File: config.mk
export PLATFORM = sky130hd
export DESIGN_NAME = bank_biu_linefill_engine
export DESIGN_NICKNAME = d
export VERILOG_FILES = /design/src/rtl/bank_biu_linefill_engine.sv
export SDC_FILE = /design/constraint.sdc
export NUM_CORES = 1
export LEC_CHECK = 0
export ABC_AREA = 1
export ABC_CLOCK_PERIOD_IN_PS = 5190
export CORE_AREA = 10 10 213 215
export DETAILED_ROUTE_END_ITERATION = 16
export DIE_AREA = 0 0 223 225
export GPL_ROUTABILITY_DRIVEN = 0
export PLACE_DENSITY = 0.86
export SLEW_MARGIN = 20
export SYNTH_ARGS = -nofsm -noshare
export SYNTH_HDL_FRONTEND = slang
export SYNTH_SLANG_ARGS = --single-unit
File: constraint.sdc
create_clock -name clk_i -period 5.19 [get_ports clk_i]
set_input_delay 0.519 -clock clk_i [delete_from_list [all_inputs] [get_ports clk_i]]
set_output_delay 0.519 -clock clk_i [all_outputs]
set_load 0.02 [all_outputs]
File: src/rtl/bank_biu_linefill_engine.sv
// Linefill bus interface engine: queues HTU linefill requests, issues
// 2-beat read bursts tagged {set,way}, assembles the two 128-bit beats into
// one 256-bit line and hands it to the ISU.  Errors are collected in a sticky
// flag, and the number of lines in flight is tracked.
//
// Handshake rule for every channel (htu_biu, mem AR, mem R, biu_isu): a
// transfer happens on a rising clk_i edge where valid and ready are both
// high.  Once valid is raised it is held, with its payload unchanged, until
// that transfer happens.
module bank_biu_linefill_engine #(
   parameter int ADDR_W          = 32,
   parameter int REQ_DEPTH       = 4,
   parameter int MAX_OUTSTANDING = 8
) (
   input  logic              clk_i,
   input  logic              rst_i,
   input  logic              htu_biu_valid_i,
   output logic              htu_biu_ready_o,
   input  logic [2:0]        htu_biu_set_i,
   input  logic [2:0]        htu_biu_way_i,
   input  logic [ADDR_W-1:0] htu_biu_addr_i,
   output logic              mem_arvalid_o,
   input  logic              mem_arready_i,
   output logic [ADDR_W-1:0] mem_araddr_o,
   output logic [5:0]        mem_arid_o,
   output logic [7:0]        mem_arlen_o,
   input  logic              mem_rvalid_i,
   output logic              mem_rready_o,
   input  logic [127:0]      mem_rdata_i,
   input  logic [5:0]        mem_rid_i,
   input  logic              mem_rlast_i,
   input  logic [1:0]        mem_rresp_i,
   output logic              biu_isu_rvalid_o,
   input  logic              biu_isu_rready_i,
   output logic [255:0]      biu_isu_rdata_o,
   output logic [5:0]        biu_isu_rid_o,
   output logic              biu_err_o,
   output logic [3:0]        biu_outstanding_o
);

   localparam int PTR_W = $clog2(REQ_DEPTH);
   localparam int ENT_W = ADDR_W + 6;
   localparam logic [PTR_W:0] DEPTH_C = (PTR_W + 1)'(REQ_DEPTH);
   localparam logic [3:0]     MAX_C   = 4'(MAX_OUTSTANDING);

   typedef enum logic {
      BEAT0 = 1'b0,
      BEAT1 = 1'b1
   } beat_e;

   // Request FIFO storage: {32B-aligned address, set, way}
   logic [ENT_W-1:0] fifo_mem [REQ_DEPTH];
   logic [PTR_W-1:0] wr_ptr;
   logic [PTR_W-1:0] rd_ptr;
   logic [PTR_W:0]   fifo_cnt;
   logic [ENT_W-1:0] head;
   logic [ADDR_W-1:0] line_addr;

   logic fifo_full;
   logic fifo_empty;
   logic push;
   logic pop;
   logic beat_hs;
   logic isu_hs;

   beat_e        beat_state;
   logic [127:0] beat_lo;
   logic [5:0]   beat_id;

   assign line_addr   = htu_biu_addr_i & ~ADDR_W'(31);
   assign fifo_full   = (fifo_cnt == DEPTH_C);
   assign fifo_empty  = (fifo_cnt == '0);
   assign head        = fifo_mem[rd_ptr];

   assign htu_biu_ready_o = !fifo_full;
   assign push            = htu_biu_valid_i && htu_biu_ready_o;

   // AR is offered straight from the FIFO head; the outstanding limit only
   // rises through an AR transfer, so an offered AR cannot be withdrawn.
   assign mem_arvalid_o = !fifo_empty && (biu_outstanding_o < MAX_C);
   assign mem_araddr_o  = head[ENT_W-1:6];
   assign mem_arid_o    = head[5:0];
   assign mem_arlen_o   = 8'd1;
   assign pop           = mem_arvalid_o && mem_arready_i;

   // A new beat is taken only when the output line slot is free or draining.
   assign mem_rready_o = !biu_isu_rvalid_o || biu_isu_rready_i;
   assign beat_hs      = mem_rvalid_i && mem_rready_o;
   assign isu_hs       = biu_isu_rvalid_o && biu_isu_rready_i;

   // Request FIFO pointers, occupancy and storage
   always_ff @(posedge clk_i or negedge rst_i) begin
      if (!rst_i) begin
         wr_ptr   <= '0;
         rd_ptr   <= '0;
         fifo_cnt <= '0;
         for (int i = 0; i < REQ_DEPTH; i++) fifo_mem[i] <= '0;
      end else begin
         if (push) begin
            fifo_mem[wr_ptr] <= {line_addr, htu_biu_set_i, htu_biu_way_i};
            wr_ptr           <= wr_ptr + 1'b1;
         end
         if (pop) rd_ptr <= rd_ptr + 1'b1;
         case ({push, pop})
            2'b10:   fifo_cnt <= fifo_cnt + 1'b1;
            2'b01:   fifo_cnt <= fifo_cnt - 1'b1;
            default: fifo_cnt <= fifo_cnt;
         endcase
      end
   end

   // Lines issued on AR but not yet handed to the ISU
   always_ff @(posedge clk_i or negedge rst_i) begin
      if (!rst_i) begin
         biu_outstanding_o <= '0;
      end else begin
         case ({pop, isu_hs && (biu_outstanding_o != 4'd0)})
            2'b10:   biu_outstanding_o <= biu_outstanding_o + 1'b1;
            2'b01:   biu_outstanding_o <= biu_outstanding_o - 1'b1;
            default: biu_outstanding_o <= biu_outstanding_o;
         endcase
      end
   end

   // Beat assembly FSM with registered line output and sticky error
   always_ff @(posedge clk_i or negedge rst_i) begin
      if (!rst_i) begin
         beat_state       <= BEAT0;
         beat_lo          <= '0;
         beat_id          <= '0;
         biu_isu_rvalid_o <= 1'b0;
         biu_isu_rdata_o  <= '0;
         biu_isu_rid_o    <= '0;
         biu_err_o        <= 1'b0;
      end else begin
         // Handoff empties the slot; a line loading this cycle overrides it.
         if (isu_hs) begin
            biu_isu_rvalid_o <= 1'b0;
            biu_isu_rdata_o  <= '0;
            biu_isu_rid_o    <= '0;
         end
         if (beat_hs) begin
            if (mem_rresp_i != 2'b00) biu_err_o <= 1'b1;
            case (beat_state)
               BEAT0: begin
                  if (mem_rlast_i) begin
                     // Short burst: deliver the lone beat as the low half.
                     biu_isu_rvalid_o <= 1'b1;
                     biu_isu_rdata_o  <= {128'd0, mem_rdata_i};
                     biu_isu_rid_o    <= mem_rid_i;
                     biu_err_o        <= 1'b1;
                  end else begin
                     beat_lo    <= mem_rdata_i;
                     beat_id    <= mem_rid_i;
                     beat_state <= BEAT1;
                  end
               end
               BEAT1: begin
                  biu_isu_rvalid_o <= 1'b1;
                  biu_isu_rdata_o  <= {mem_rdata_i, beat_lo};
                  biu_isu_rid_o    <= beat_id;
                  if ((mem_rid_i != beat_id) || !mem_rlast_i) biu_err_o <= 1'b1;
                  beat_state <= BEAT0;
               end
               default: beat_state <= BEAT0;
            endcase
         end
      end
   end

endmodule
* Word level (Yosys, flattened, before mapping)
Cells that the tools add are included.
** Word-level totals
- Bits in registers :: 562
- Latch bits :: 0
- Memory bits (writable) :: 0
- ROM bits :: 0
- Input port bits :: 181
- Output and inout port bits :: 317
- Memories kept :: 0
** Operators by class
- $add $sub $neg :: 6
- Multipliers :: 0
- Div/mod/pow operators :: 0
- Order comparisons :: 4
- Equality and inequality tests :: 6
- Shifts and indexed selects :: 0
- Mux-type cells :: 26
- Bitwise logic cells :: 4
- Reduce and logical (&&, ||, !) cells :: 19
** Operators with widths (count)
- 256-bit two-way mux :: 3
- 256-bit case mux with 2 select lines :: 1
- 152-bit bitwise mux :: 1
- 38-bit two-way mux :: 3
- 38-bit binary-select mux with 2-bit select :: 1
- 38-bit demux with 2-bit select :: 1
- 6-bit two-way mux :: 3
- 6-bit case mux with 2 select lines :: 1
- 4-bit case mux with 2 select lines :: 1
- 1-bit logical AND :: 7
- 1-bit two-way mux :: 7
- 3-bit >= comparator (second input constant) :: 2
- 6-bit inequality test :: 1
- 2-bit NOT with 3-bit output :: 2
- 1-bit case mux with 2 select lines :: 3
- 3-bit case mux with 2 select lines :: 1
- 2-bit nonzero test :: 3
- 2-bit by 1-bit adder with 2-bit output (second input constant) :: 2
- 4-bit by 1-bit adder with 4-bit output (second input constant) :: 1
- 2-bit by 1-bit equality test with 1-bit output (second input constant) :: 2
- 2-bit equality test (second input constant) :: 2
- 1-bit zero test :: 4
- 4-bit less-than comparator (second input constant) :: 1
- 4-bit nonzero test :: 1
- other kinds (9) :: 11

* Logic depth before layout (Yosys ltp)
- Depth after elaboration :: 6
- Depth in mapped cells :: 12
- Gate-level depth less buffers :: 12

* Worst setup path before layout
OpenSTA, ideal clock, no wires.
- Kind :: reg2reg
- Start point :: reg fifo_cnt[0]
- End point :: reg fifo_cnt[2]
- Setup time :: 131 ps
- Data arrival time :: 2049 ps
- Setup slack :: 3010 ps
- Stages on the path, launching flop included :: 12
- Clock period less this slack :: 2180 ps
- Path through :: dfrtp_1 -> inv_2 -> nand3_2 -> nand2_2 -> buf_2 -> buf_2 -> ha_1 -> inv_1 -> fa_1 -> a21oi_1 -> o21ai_0 -> xor2_1
** RTL lines
- from (decl) :: RTL line 55 : logic [PTR_W:0] fifo_cnt;
- from (signal assigned) :: RTL line 105 : 2'b10: fifo_cnt <= fifo_cnt + 1'b1;
- from (signal assigned) :: RTL line 106 : 2'b01: fifo_cnt <= fifo_cnt - 1'b1;
- from (signal assigned) :: RTL line 107 : default: fifo_cnt <= fifo_cnt;
- 3-bit equality test * :: RTL line 71 : assign fifo_full = (fifo_cnt == DEPTH_C);
- 1-bit zero test * :: RTL line 75 : assign htu_biu_ready_o = !fifo_full;
- net htu_biu_ready_o :: RTL line 18 : output logic htu_biu_ready_o,
- 1-bit logical AND * :: RTL line 76 : assign push = htu_biu_valid_i && htu_biu_ready_o;
- 2-bit by 1-bit equality test with 1-bit output / 2-bit equality test (equally long branches) :: RTL line 104 : case ({push, pop})
- 3-bit case mux with 2 select lines / 2-bit nonzero test (equally long branches)
Mark *: on every way through the listed nets, which the timed path passes. The rest lies on a longest branch.
A chain may end at the register's enable or synchronous reset.

* Final worst setup path
- Start point :: reg rd_ptr[0]
- End point :: out mem_araddr_o[11]
** On the way
- Longest elaborated chain between the ends :: 4
** RTL lines
- from (decl) :: RTL line 54 : logic [PTR_W-1:0] rd_ptr;
- from (signal assigned) :: RTL line 103 : if (pop) rd_ptr <= rd_ptr + 1'b1;
- 2-bit NOT with 3-bit output (not written as such) :: RTL line 73 : assign head = fifo_mem[rd_ptr];
- 38-bit binary-select mux with 2-bit select :: RTL line 73
- 38-bit two-way mux (not written as such) (2 in a row) :: RTL line 73
- to (decl) :: RTL line 24 : output logic [ADDR_W-1:0] mem_araddr_o,
Every way passes these cells. The select of a mux whose other input is x is not followed.

==> impl_metrics.csv <==
group,metric,value,unit
timing,tns,0,ps
worst_setup_path,start_kind,"register",
detailed_routing,drtPass1Iterations,6,
worst_setup_path,reg2regPathDepth,8,
timing,max_freq,268,MHz
detailed_routing,avgRoutedWirePerCell,20.5,um
floorplanning,dieArea,50200,um^2
placement,dp_cells,3464,
cells_and_area,fin_cells,3576,
power_and_ir_drop,power.leakage,14.0,nW
timing,tightest_slew,1010,ps
timing,fin_crit,3730,ps
cells_and_area,fin_nets,3173,
status,violations,"hold timing",
cells_and_area,mostFrequentLayoutCell,"nand2_1",
worst_setup_path,crit_buf_inv,2,
placement,pre_cts_ws,1860,ps
floorplanning,coreArea,41400,um^2
cells_and_area,synthToLayoutAreaGrowth,30.9,%
placement,dp_hpwl,47.8,mm
clocking,hold_buffers,0,
clocking,cts-root-buf,"clkbuf_16",
timing,setup_viol,0,
worst_setup_path,cpPeakStageDelay,810,ps
cells_and_area,final_util,71.0,%
clocking,cts_buffers,56,
worst_setup_path,crit_fanout,46,
worst_hold_path,hp-class,"primary input to asynchronous set/reset pin",
clocking,cts_tree,"built",
clocking,cts_sinks,542,
floorplanning,die_w,223,um
logic_synthesis,ys_warn_count,0,
clocking,cts.clk_slew.worst_paths,60,ps
timing,worst_slack,1460,ps
logic_synthesis,syn_area,22400,um^2
global_routing,grt_pass1_wl,114,mm
clocking,clock_latency,620,ps
timing,slew_violations,0,
worst_setup_path,critPathSlowestCell,"dfrtp_1",
timing,rsz0062_at_grt,"no",
logic_synthesis,synth.distinct_cells,32,
detailed_routing,vias_per_cell,5.59,
power_and_ir_drop,powerDensity,550,nW/um^2
cells_and_area,drive_gt1_share,4.62,%
floorplanning,die_h,225,um
worst_setup_path,critPathKind,"register to primary output",
clocking,post-cts-setup-buffers,0,
power_and_ir_drop,peakVddDrop,395,uV
status,status,"finished with violations",
global_routing,grt_util_all_layers,28.3,%
timing,hold_violations,3,
floorplanning,initial_core_util,54.2,%
cells_and_area,final_cell_mix,"nand2_1, dfrtp_1, clkdlybuf4s50_1, o21ai_0, inv_1",
floorplanning,rows,75,
job,maxCapViolCount,0,
global_routing,grt_pass1_vias,20078,
detailed_routing,route.detailed.drc,0,
detailed_routing,dr.first_iter.drc_count,2293,
logic_synthesis,ys_seq_area_share,60.5,%
placement,port_buffers,479,
timing,fin_crit_sh,71.9,%
worst_setup_path,critical_path.top_delay_family,"buffers and inverters",
clocking,cts_resized,0,
detailed_routing,drt-total-wl,73.2,mm
logic_synthesis,avgSynthCellArea,8.70,um^2
logic_synthesis,yosysTopAreaCellShare,60.5,%
global_routing,grt_max_degree,148,
logic_synthesis,synthTopCellsByArea,"dfrtp_1, nand2_1, o21ai_0, nand3_1, inv_1",
global_routing,antenna_found_initial,12,
floorplanning,io-pin-count,498,
worst_setup_path,worstPathArrival,3210,ps
logic_synthesis,synth_area_leader_cell,"dfrtp_1",
detailed_routing,route.vias.total,19975,
timing,hold_ws,-13.6,ps
logic_synthesis,synthCells,2580,
clocking,cts_buffer_depth,3,
worst_setup_path,cp_num_cells,4,
global_routing,grt-ovfl-total,0,
detailed_routing,ant_nets,0,
worst_setup_path,cp-end-kind,"primary output",
timing,skew,35.5,ps
timing,slew_headroom,32.4,%
logic_synthesis,synth-seq-cells,542,
worst_setup_path,crit_chain,"buf_4 > o21ai_0 > o22ai_1 > clkdlybuf4s50_1",
clocking,cts-htree-levels,2,
worst_setup_path,required,4670,ps
-- final cells by class --
| class | count | area [um^2] |
|---|---|---|
| multi-input cells | 1722 | 7550 |
| fillers | 2917 | 12000 |
| diodes | 9 | 22.5 |
| flip-flops and latches | 542 | 13600 |
| repair buffers | 505 | 5020 |
| inverters | 156 | 596 |
| well taps | 539 | 674 |
| clock inverters | 20 | 249 |
| clock buffers | 83 | 1680 |
-- synthesized netlist by cell type (all sizes together) --
library cell	number
nor3	2
conb	2
fa	1
ha	8
xnor2	4
o21ai	463
nand3	143
dfrtp	542
a21oi	5
o21bai	2
inv	156
nor3b	1
buf	89
a31oi	1
nor2	81
o22ai	33
xor2	5
clkbuf	82
nand4	2
nand2	958
-- state kept, by name, indices dropped and copies added (netlist names) --
| name | cells |
|---|---|
| beat_id | 6 |
| beat_lo | 128 |
| beat_state | 1 |
| biu_err_o | 1 |
| biu_isu_rdata_o | 256 |
| biu_isu_rid_o | 6 |
| biu_isu_rvalid_o | 1 |
| biu_outstanding_o | 4 |
| fifo_cnt | 3 |
| fifo_mem | 132 |
| rd_ptr | 2 |
| wr_ptr | 2 |
-- power breakdown --
group	total (mW)	switching, mW	leakage, nW	internal, mW
logic	5.74	3.54	6.12	2.19
registers	6.23	0.754	6.95	5.47
clock network	4.19	1.70	0.958	2.49
total	16.1	5.99	14.0	10.2
-- path summary, 6_finish.rpt --
path | start | to | slack [ps]
min reg2reg | biu_isu_rdata_o[29]$_DFF_PN0_ | biu_isu_rdata_o[29]$_DFF_PN0_ | 480
max reg2reg | biu_isu_rvalid_o$_DFF_PN0_ | biu_isu_rdata_o[72]$_DFF_PN0_ | 2450
min | rst_i | fifo_mem[0]$_DFFE_PN0P_ | -10
max | rd_ptr[0]$_DFFE_PN0P_ | mem_araddr_o[11] | 1460
max in group asynchronous | rst_i | biu_isu_rdata_o[146]$_DFF_PN0_ | 3820
min in group clk_i | biu_isu_rdata_o[29]$_DFF_PN0_ | biu_isu_rdata_o[29]$_DFF_PN0_ | 480
-- metrics by stage --
stage          total power, mW  hold slack [ps]  cell area [um^2]
4_1_cts                   16.2             4.02             29300
5_1_grt                   16.9             36.0             29400
3_3_place_gp              11.7              463             27400
3_5_place_dp              11.9              468             27400
6_report                  16.1            -13.6             29400
2_1_floorplan             9.18              223             22500
-- routing by layer --
| metal | wire [um] | vias to the layer above | global-route usage [%] |
|---|---|---|---|
| met5 | 48 | - | 0 |
| met4 | 3400 | 6 | 13.1 |
| met3 | 7700 | 190 | 9.57 |
| met2 | 35400 | 978 | 46.0 |
| met1 | 26700 | 9760 | 33.5 |
| li1 | - | 9041 | - |
-- cell families after synthesis --
| family | share of synthesized area (%) |
|---|---|
| AND/OR/NAND/NOR | 20.9 |
| adder cells (fa/ha/maj) | 0.535 |
| flip-flops | 60.5 |
| other | 0.0335 |
| buffers and inverters | 6.25 |
| AO/OA/AOI/OAI | 11.5 |
| XOR/XNOR | 0.351 |
Power figures use the tool's default switching activity.
